File: config.mk
export PLATFORM = sky130hd
export DESIGN_NAME = uart_tx_arbiter
export DESIGN_NICKNAME = d
export VERILOG_FILES = /design/src/rtl/uart_tx_arbiter.sv
export SDC_FILE = /design/constraint.sdc
export NUM_CORES = 1
export LEC_CHECK = 0
export CORE_MARGIN = 5
export CORE_UTILIZATION = 54
export CTS_CLUSTER_DIAMETER = 40
export DETAILED_ROUTE_END_ITERATION = 16
export PLACE_DENSITY = 0.75
export SYNTH_ARGS = -nofsm -noshare
export SYNTH_HDL_FRONTEND = slang
export SYNTH_SLANG_ARGS = --single-unit
export TNS_END_PERCENT = 100
File: constraint.sdc
create_clock -name clk -period 2.5 [get_ports clk]
set_input_delay 0.625 -clock clk [delete_from_list [all_inputs] [get_ports clk]]
set_output_delay 0.625 -clock clk [all_outputs]
set_load 0.1 [all_outputs]
File: src/rtl/uart_tx_arbiter.sv
// Two-requester arbiter in front of one shared UART transmitter.
// Each requester has a one-byte holding slot and may lock the transmitter across several bytes.
module uart_tx_arbiter #(
  parameter int unsigned LOCK_TIMEOUT = 1_200_000
) (
  input  logic        clk,
  input  logic        rst,
  input  logic [1:0]  req_start,
  input  logic [15:0] req_data,
  input  logic [1:0]  req_lock,
  output logic [1:0]  req_busy,
  output logic        tx_start,
  output logic [7:0]  tx_data,
  input  logic        tx_busy,
  output logic        grant_id,
  output logic        idle
);

  typedef enum logic [1:0] {
    S_IDLE,
    S_ISSUE,
    S_GUARD,
    S_WAIT_DONE
  } state_e;

  localparam logic [20:0] LOCK_LAST = 21'(LOCK_TIMEOUT - 1);

  state_e          state_q, state_d;
  logic [1:0]      pend_q, pend_d;
  logic [1:0][7:0] hold_q, hold_d;
  logic [7:0]      tx_data_q, tx_data_d;
  logic            grant_q, grant_d;
  logic            lock_valid_q, lock_valid_d;
  logic            lock_owner_q, lock_owner_d;
  logic [20:0]     lock_cnt_q, lock_cnt_d;

  logic            lock_eff;
  logic [1:0]      elig;
  logic            win_id;

  always_ff @(posedge clk or posedge rst) begin
    if (rst) begin
      state_q      <= S_IDLE;
      pend_q       <= '0;
      hold_q       <= '0;
      tx_data_q    <= '0;
      grant_q      <= 1'b1;
      lock_valid_q <= 1'b0;
      lock_owner_q <= 1'b0;
      lock_cnt_q   <= '0;
    end else begin
      state_q      <= state_d;
      pend_q       <= pend_d;
      hold_q       <= hold_d;
      tx_data_q    <= tx_data_d;
      grant_q      <= grant_d;
      lock_valid_q <= lock_valid_d;
      lock_owner_q <= lock_owner_d;
      lock_cnt_q   <= lock_cnt_d;
    end
  end

  always_comb begin
    state_d      = state_q;
    pend_d       = pend_q;
    hold_d       = hold_q;
    tx_data_d    = tx_data_q;
    grant_d      = grant_q;
    lock_valid_d = lock_valid_q;
    lock_owner_d = lock_owner_q;
    lock_cnt_d   = '0;
    lock_eff     = 1'b0;
    elig         = '0;
    win_id       = 1'b0;

    // A strobe is only accepted into an empty slot; a winner always has pend set, so no clash.
    if (req_start[0] && !pend_q[0]) begin
      pend_d[0] = 1'b1;
      hold_d[0] = req_data[7:0];
    end
    if (req_start[1] && !pend_q[1]) begin
      pend_d[1] = 1'b1;
      hold_d[1] = req_data[15:8];
    end

    unique case (state_q)
      S_IDLE: begin
        // A dropped req_lock releases the lock in the same cycle it is seen.
        lock_eff     = lock_valid_q && req_lock[lock_owner_q];
        lock_valid_d = lock_eff;
        if (lock_eff && !pend_q[lock_owner_q]) begin
          if (lock_cnt_q == LOCK_LAST) begin
            lock_valid_d = 1'b0;
          end else begin
            lock_cnt_d = lock_cnt_q + 21'd1;
          end
        end
        if (!tx_busy) begin
          elig = lock_eff ? (pend_q & (lock_owner_q ? 2'b10 : 2'b01)) : pend_q;
          win_id = (&elig) ? ~grant_q : elig[1];
          if (|elig) begin
            tx_data_d      = hold_q[win_id];
            grant_d        = win_id;
            pend_d[win_id] = 1'b0;
            state_d        = S_ISSUE;
            if (req_lock[win_id]) begin
              lock_valid_d = 1'b1;
              lock_owner_d = win_id;
            end
          end
        end
      end
      S_ISSUE:     state_d = S_GUARD;
      S_GUARD:     state_d = S_WAIT_DONE;
      S_WAIT_DONE: if (!tx_busy) state_d = S_IDLE;
      default:     state_d = S_IDLE;
    endcase
  end

  assign tx_start = (state_q == S_ISSUE);
  assign tx_data  = tx_data_q;
  assign grant_id = grant_q;
  assign req_busy = pend_q | ({grant_q, ~grant_q} & {2{state_q != S_IDLE}});
  assign idle     = (pend_q == 2'b00) && (state_q == S_IDLE) && !tx_busy && !tx_start;

endmodule
Word-level counts from Yosys, hierarchy flattened
Index checks and enable logic that the tools add are counted.

Bits in latches: 0. Flip-flop bits (word level): 52. Output and inout bits: 13. Memories kept: 0. Memory bits (writable): 0. Logic and storage cells: 78. Memory bits (read-only): 0.

Reductions and logical operators: 21. $mul: 0. Muxes and demuxes: 30. Shift-type cells: 0. Div/mod/pow operators: 0. Bitwise logic cells: 7. Add/subtract/negate cells: 1. Magnitude comparators: 3. Equality and inequality tests: 7.

Operators with widths (number): 21-bit two-way mux (3); 21-bit by 1-bit adder with 21-bit output, second input constant (1); 21-bit equality test, second input constant (1); 2-bit two-way mux (8); 8-bit two-way mux (2); 1-bit two-way mux (15); 1-bit logical AND (8); 2-bit one-hot mux with 4 select lines (1); 2-bit AND (3); 2-bit != test, second input constant (3); 3-bit AND reduction (2); 1-bit logical NOT (5); 2-bit equality test, second input constant (2); 2-bit logical NOT (2); 1-bit by 2-bit < comparator with 1-bit output, second input constant (2); 4-bit AND reduction (1); 2-bit by 1-bit equality test with 1-bit output, second input constant (1); 1-bit inverter (2); 2-bit inverter (1); 2-bit bitwise OR (1); 2-bit AND reduction (1); 2-bit nonzero test (1); 2-bit OR reduction (1); 1-bit demux with 1-bit select (1); 1-bit >= comparator, second input constant (1).

Logic depth before layout (Yosys ltp)
Gate-level depths: netlist of run 1.

Depth after elaboration: 15. Depth in mapped cells: 8.

Worst setup path before layout of run 1
Ideal clock, no wire load.

Path kind: register -> output. Start: register state_q[0]. End: output idle. Cell stages (with the launch flop): 3. Slack: -2.115 ns. Arrival: 3.990 ns. Path through: dfrtp_1 > ha_1 > nor4_1.

Elaborated cells between the ends (all ways): 6. Classes of those cells: 1 x eq/ne; 5 x reduce/logical.

RTL lines: start: declaration (line 28) `state_e state_q, state_d;`; start signal: assignment (line 52) `state_q <= state_d;`; 2-bit by 1-bit equality test with 1-bit output (line 120) `assign tx_start = (state_q == S_ISSUE);`; net tx_start (line 12) `output logic tx_start,`; 1-bit logical NOT (line 124) `assign idle = (pend_q == 2'b00) && (state_q == S_IDLE) && !tx_busy && !tx_start;`; 1-bit logical AND (line 124); end: declaration (line 16) `output logic idle`.

The timed path passes the listed nets, and every way through them passes these cells.

Worst setup path in the final report of run 1
Start: register state_q[0]. End: output idle.

Cells in the longest elaborated chain, start to end: 4. Elaborated cells between the ends (all ways): 6. Classes of those cells: 1 x eq/ne; 5 x reduce/logical.

Ends and longest elaborated chain (line): 2-bit logical NOT (124); 1-bit logical AND (2 in a row) (124); 1-bit logical AND (*) (124).

Mark *: on every way between the ends. The rest lies on a longest branch, timed or not.

==> metrics.csv, run 1 <==
metric;value;unit
status;completed;
synth_mux_area_share;10.9;%
synth_fa_ha_area_share;2.50;%
busiest_layer;met2;
cts.sinks;52;
worstMarginPinSlew;0.589;ns
syn_area_per_cell;10.6;µm²
syn_area;2500;µm²
synth_top_area_cell;dfrtp_1;
gp_congestion;0.883;
final.period_utilization;94.0;%
htreeDepth;2;
first_pass_iters;4;
nNetsFinal;305;
sequential_cell_area;1300;µm²
via_per_inst;5.60;
finClkSkew;0.00708;ns
power_density;1160;nW/µm²
drt-total-wl;4960;µm
crit_fanout;7;
hpwl;3630;µm
grt_antenna_before_repair;0;
start_kind;flip-flop;
dieArea;6090;µm²
maxCapViolCount;0;
relSlewSlack;60.4;%
finalSetupViolCount;0;
syn_to_final_growth;23.0;%
yosysWarnings;0;
ctsResizeCount;0;
hold_slack;0.513;ns
end_kind;primary output;
rows;24;
yosysSeqAreaShare;52.1;%
synth-xor-area-share;5.61;%
p_leak;1.30;nW
overflow;0;
grt_start_max_net_pins;25;
synth_compound_area_share;8.56;%
synth_nets;264;
synth_top_cell_area_share;51.1;%
grt_util_met1;24.1;%
cts_tree;yes;
synth_seq_cells;52;
synth.area.top_cells;dfrtp_1, mux2_2, nor2_1, xor2_1, mux2i_1;
arrival;1.73;ns
layout-drive-gt1-share;20.1;%
layout_min_cycle_time;2.35;ns
worstSetupPathType;flip-flop to primary output;
die_w;78.0;µm
placed_cells;322;
die_h;78.0;µm
grtUsageMet3;3.89;%
numCtsBuffers;5;
hold_path_class;flip-flop to flip-flop;
synth_cells;236;
ctsHoldBuffers;0;
stdcell_count;330;
max_freq;425;MHz
drc;0;
core;4410;µm²
netlist-cell-type-count;40;
start_util;56.6;%
clockBufferDepth;2;
grt_pass1_wl;8420;µm
maxSlewViolCount;0;
finalHoldViolCount;0;
wl_per_cell;15.0;µm
place_ws;0.161;ns
finalWorstSetupSlack;0.149;ns
clockRootBuffer;clkbuf_8;
n_antenna_cell;0;
cts_setup_buffers;0;
drt-initial-drc-count;83;
ant_nets;0;
ir_worst_vdd;0.754;mV
grt_pass1_vias;1793;
synth_top_family_by_area;simple AND/OR/NAND/NOR gates;
rsz0062_at_grt;no;
grt_util_met2;26.6;%
multi_input_area;1150;µm²
nFillCells;352;
grt.total_usage;17.2;%
required;1.88;ns
clock_latency;0.31;ns
ios;36;
yosys.area_share.simple;17.4;%
place.port_buffers;35;
vias;1849;
clk_pin_slew;0.09;ns
-- per-layer routing --
metal / part of all wire (%) / routed length, µm
met4: 1.6 / 79
met5: 0 / 0
met3: 4.2 / 208
met1: 46 / 2280
met2: 48 / 2390
-- critical path: stages (launching register included) --
cell      delay [ns]
dfrtp_1         0.44
inv_1           0.09
ha_1            0.31
nand2b_1        0.16
nor4_4          0.21
buf_12          0.21
-- synthesized netlist by cell type --
master / instances
nor2b_1: 2
nor2_1: 31
nor4_1: 3
clkbuf_1: 8
ha_1: 5
buf_6: 1
or4_4: 1
dfrtp_1: 51
dfstp_2: 1
mux2_2: 17
nand3_1: 10
o22ai_1: 2
buf_2: 1
xnor2_1: 3
a311oi_1: 2
nor3_1: 2
a21oi_1: 13
or2_4: 1
or4b_1: 2
o21ai_0: 4
nand2_1: 17
mux2i_1: 8
nand2b_4: 1
xor2_1: 13
inv_1: 7
or3_1: 1
and4_1: 1
nand3b_1: 1
a22oi_1: 1
nand2b_1: 3
o32ai_1: 1
a32oi_1: 1
o211ai_1: 1
o21bai_1: 2
a31oi_1: 4
and2_1: 1
nand4_1: 6
o2bb2ai_1: 2
o22a_1: 1
and3_1: 4
-- cell type report --
| class | count | share of cell area (%) |
|---|---|---|
| clock buffer | 6 | 2.69 |
| tap | 52 | 2.12 |
| clock inverter | 2 | 0.326 |
| timing repair buffer | 44 | 14.2 |
| inverter | 7 | 0.855 |
| sequential | 52 | 42.4 |
| multi-input combinational | 167 | 37.5 |
-- registers in the layout (all words and copies together), names as in the netlist --
signal        cells
lock_cnt_q       21
hold_q           16
tx_data           8
pend_q            2
state_q           2
grant_id          1
lock_owner_q      1
lock_valid_q      1
-- final timing paths --
kind	start	endpoint	slack, ns	depth (start not counted)
min in group asynchronous	rst	pend_q[0]$_DFF_PP0_	0.67	2
worst min register to register	hold_q[12]$_DFFE_PP0P_	hold_q[12]$_DFFE_PP0P_	0.51	1
worst min-delay path	hold_q[12]$_DFFE_PP0P_	hold_q[12]$_DFFE_PP0P_	0.51	1
max in group asynchronous	rst	hold_q[2]$_DFFE_PP0P_	1.23	3
worst max register to register	lock_cnt_q[13]$_DFF_PP0_	lock_cnt_q[11]$_DFF_PP0_	0.37	5
worst max-delay path	state_q[0]$_DFFE_PP0P_	idle	0.15	5
-- kinds of logic after synthesis --
kind of cell               count (synthesis)
AOI/OAI and AO/OA                         34
xor gates and xnor gates                  16
adders and majority gates                  5
buffers and inverters                     17
DFF                                       52
muxes                                     25
and+or+nand+nor                           87
-- stage by stage --
| step | instance area (µm²) | TNS, ns | total power [mW] | utilization [%] |
|---|---|---|---|---|
| floorplan | 2520 | -0.304 | 2.64 | - |
| global placement | 2980 | 0 | 3.05 | 67.5 |
| detailed placement | 2980 | 0 | 3.09 | 67.5 |
| CTS | 3070 | 0 | 3.59 | 69.6 |
| global route | 3070 | 0 | 3.77 | 69.6 |
| finish | 3070 | 0 | 3.56 | 69.6 |
-- layout by cell type (no fill, tap or decap), drive strengths merged, types with 2 or more instances in the layout --
cell           instances
o2bb2ai                2
nand3                 10
nor2                  31
a311oi                 2
o22ai                  2
clkinv                 2
inv                    7
o21ai                  4
nand2b                 4
dfrtp                 51
nor4                   3
or4b                   2
nor2b                  2
mux2                  17
a31oi                  4
clkbuf                 6
nand2                 17
ha                     5
o21bai                 2
nor3                   2
mux2i                  8
clkdlybuf4s50         22
and3                   4
nand4                  6
a21oi                 13
xor2                  13
buf                   22
xnor2                  3
-- power by group --
group | internal, mW | switching, mW
combinational | 0.617 | 1.15
sequential | 1.10 | 0.204
clock | 0.221 | 0.270
Note: power is estimated with default switching activity, not from simulation.
==> inputs of run 2 (changes only) <==
--- a/config.mk
+++ b/config.mk
@@ -5,11 +5,12 @@
 export SDC_FILE = /design/constraint.sdc
 export NUM_CORES = 1
 export LEC_CHECK = 0
+export ABC_AREA = 1
 export CORE_MARGIN = 5
-export CORE_UTILIZATION = 54
+export CORE_UTILIZATION = 55
 export CTS_CLUSTER_DIAMETER = 40
 export DETAILED_ROUTE_END_ITERATION = 16
-export PLACE_DENSITY = 0.75
+export PLACE_DENSITY = 0.76
 export SYNTH_ARGS = -nofsm -noshare
 export SYNTH_HDL_FRONTEND = slang
 export SYNTH_SLANG_ARGS = --single-unit
==> run 2 against run 1 <==
  * Die area up 6.9%
  * Fmax down 0.12%
  * Power up 0.62%
  * Sequential share of layout area down 3.2 points
  * Clock power up 20%
  * Hold slack worse by 0.022 ns
==> metrics.csv, run 2 <==
metric;value;unit;change
synth_edf_count;0;;unchanged
drc;0;;unchanged
ant_nets;0;;unchanged
final_common_cell;nand2_1;;
ir_worst_vdd;0.786;mV;+4.2%
cp_num_buf_inv;3;;+1
place.port_buffers;35;;unchanged
syn_area_per_cell;8.51;µm²;-20%
ctsResizeCount;0;;unchanged
drt-initial-drc-count;114;;+37%
die_h;80.7;µm;+3.4%
ys_top_cells_by_count;nand2_1, dfrtp_1, nor2_1, inv_1;;
n_antenna_cell;0;;unchanged
first_pass_iters;5;;+1
nNetsFinal;393;;+29%
synth_top_area_cell;dfrtp_1;;
drt-total-wl;5630;µm;+13%
gp_congestion;0.840;;-4.9%
ios;36;;unchanged
clockBufferDepth;2;;unchanged
syn_to_final_growth;20.9;%;
die_w;80.7;µm;+3.4%
worstSetupPathType;input port to primary output;;
crit_family;buffers and inverters;;
start_util;57.4;%;+0.81 points
clock_latency;0.31;ns;about the same
layout-drive-gt1-share;20.5;%;+0.35 points
core;4790;µm²;+8.4%
max_freq;425;MHz;-0.12%
p_leak;1.51;nW;+15%
maxCapViolCount;0;;unchanged
power_density;1080;nW/µm²;-7.0%
synth_cells;323;;+37%
hpwl;4120;µm;+14%
finalSetupTns;0;ns;unchanged
yosysSeqAreaShare;47.4;%;-4.7 points
dieArea;6510;µm²;+6.9%
htreeDepth;2;;unchanged
synth_top_cell_area_share;46.4;%;-4.6 points
layout_min_cycle_time;2.35;ns;+0.00277 ns
top_register;lock_cnt_q;;
synth_nets;351;;+33%
via_per_inst;5.09;;-9.1%
grt_antenna_before_repair;0;;unchanged
start_kind;input port;;
synth_seq_cells;52;;unchanged
wl_per_cell;13.0;µm;-14%
final.period_utilization;94.1;%;+0.11 points
ctsHoldBuffers;0;;unchanged
async_flop_share;100;%;unchanged
cts_tree;yes;;
vias;2206;;+19%
finalHoldViolCount;0;;unchanged
slowest_stage;clkdlybuf4s50_1;;
end_kind;primary output;;
required;1.88;ns;about the same
arrival;1.73;ns;about the same
grt_start_max_net_pins;53;;+110%
rows;25;;+4.2%
largest_reg_flops;21;;unchanged
crit_fanout;2;;-5
cp_cell_sequence;clkdlybuf4s50_1, nor2_2, inv_1, nor4_4, buf_12;;
grt_pass1_vias;2205;;+23%
grt.total_usage;18.9;%;+1.7 points
max_stage_delay;0.44;ns;about the same
netlist-cell-type-count;35;;-13%
hold_path_class;flip-flop to flip-flop;;
rsz0062_at_grt;no;;
status;completed;;
numCtsBuffers;5;;unchanged
clockRootBuffer;clkbuf_8;;
relSlewSlack;63.2;%;+2.9 points
overflow;0;;unchanged
worstMarginPinSlew;0.550;ns;-0.0388 ns
synth.area.top_cells;dfrtp_1, nand2_1, nor2_1, inv_1, nor2_2;;
cts_setup_buffers;0;;unchanged
grt_pass1_wl;9540;µm;+13%
syn_area;2750;µm²;+10%
cts.sinks;52;;unchanged
nFillCells;402;;+14%
ys.flop_type;dfrtp_1;;
maxSlewViolCount;0;;unchanged
clk_pin_slew;0.09;ns;about the same
hold_slack;0.491;ns;-0.0224 ns
yosysWarnings;0;;unchanged
yosysMostFrequentCell;nand2_1;;
finClkSkew;0.00568;ns;-0.00140 ns
finalSetupViolCount;0;;unchanged
layout_common_cells;nand2_1, dfrtp_1, nor2_1, inv_1, clkdlybuf4s50_1;;
==> run 2: cell count changes after synthesis, moves of 4 or more <==
cell      previous run  this run
nand3_1             10        15
o21ai_1              0        10
and3_1               4         0
nor3_1               2         8
nor2_1              31        37
nand2_2              0         7
xor2_1              13         7
mux2i_1              8         0
nand2_1             17        81
inv_1                7        31
nor2_2               0        15
mux2_2              17         8
clkbuf_1             8         0
==> run 2: metal layers <==
| layer | track usage, % | part of all wire (%) |
|---|---|---|
| met1 | 22.5 | 44 |
| met2 | 33.1 | 49 |
| met3 | 4.37 | 4.9 |
| met4 | 6.93 | 1.7 |
| met5 | 0 | 0 |
==> run 2: area by class of cell <==
| cell class | count | area, µm² | share of cell area [%] |
|---|---|---|---|
| clock buffers | 5 | 68.8 | 2.07 |
| clock inverters | 3 | 46.3 | 1.39 |
| inverters | 34 | 128 | 3.84 |
| multi-input cells | 232 | 1290 | 38.8 |
| flip-flops and latches | 52 | 1300 | 39.2 |
| well taps | 67 | 83.8 | 2.52 |
| repair buffers | 40 | 405 | 12.2 |
==> run 2: worst reg2reg max path, stage by stage (launching register included) <==
cell and delay, ns:
dfrtp_1 0.42, inv_1 0.11, ha_1 0.19, inv_2 0.08, nor2_2 0.10, inv_1 0.08, buf_4 0.15, a21oi_4 0.29
nand3_2 0.12, nand2_1 0.09, nand2_1 0.07
==> run 2: path summary, 6_finish.rpt <==
| check | slack (ns) | from | cells after the start | endpoint |
|---|---|---|---|---|
| setup / recovery | 0.15 | tx_busy | 5 | idle |
| hold / removal | 0.49 | tx_data[0]$_DFFE_PP0P_ | 2 | tx_data[0]$_DFFE_PP0P_ |
| setup reg to reg | 0.70 | state_q[1]$_DFFE_PP0P_ | 10 | lock_owner_q$_DFFE_PP0P_ |
| hold reg to reg | 0.49 | tx_data[0]$_DFFE_PP0P_ | 2 | tx_data[0]$_DFFE_PP0P_ |
| max in group asynchronous | 1.55 | rst | 3 | grant_id$_DFFE_PP1P_ |
| min in group asynchronous | 0.67 | rst | 3 | tx_data[0]$_DFFE_PP0P_ |
==> run 2: where the power goes <==
group | leakage (nW) | switching, mW | internal, mW
clock network | 0.0548 | 0.287 | 0.302
registers | 0.652 | 0.172 | 1.08
logic | 0.799 | 1.23 | 0.504
total | 1.51 | 1.69 | 1.89
==> run 2: cell families (layout without fill, tap and decap cells) <==
| kind of cell | Yosys count | count (layout) | share of synthesized area (%) |
|---|---|---|---|
| simple gates | 178 | 178 | 31.1 |
| flops | 52 | 52 | 47.4 |
| buf+inv | 39 | 82 | 6.33 |
| fa+ha+maj | 5 | 5 | 2.28 |
| xor+xnor | 8 | 8 | 2.55 |
| compound gates | 33 | 33 | 7.01 |
| mux | 8 | 8 | 3.28 |
==> run 2: through the flow <==
stage          util (%)  worst slack [ns]  cells  cell area [µm²]  power (mW)
2_1_floorplan         -            -0.215    323             2770        2.64
3_3_place_gp       67.0             0.142    425             3210        2.96
3_5_place_dp       67.0            0.0972    425             3210        3.01
4_1_cts            69.4            0.0608    433             3320        3.61
5_1_grt            69.4            0.0227    433             3320        3.80
6_report           69.4             0.146    433             3320        3.58
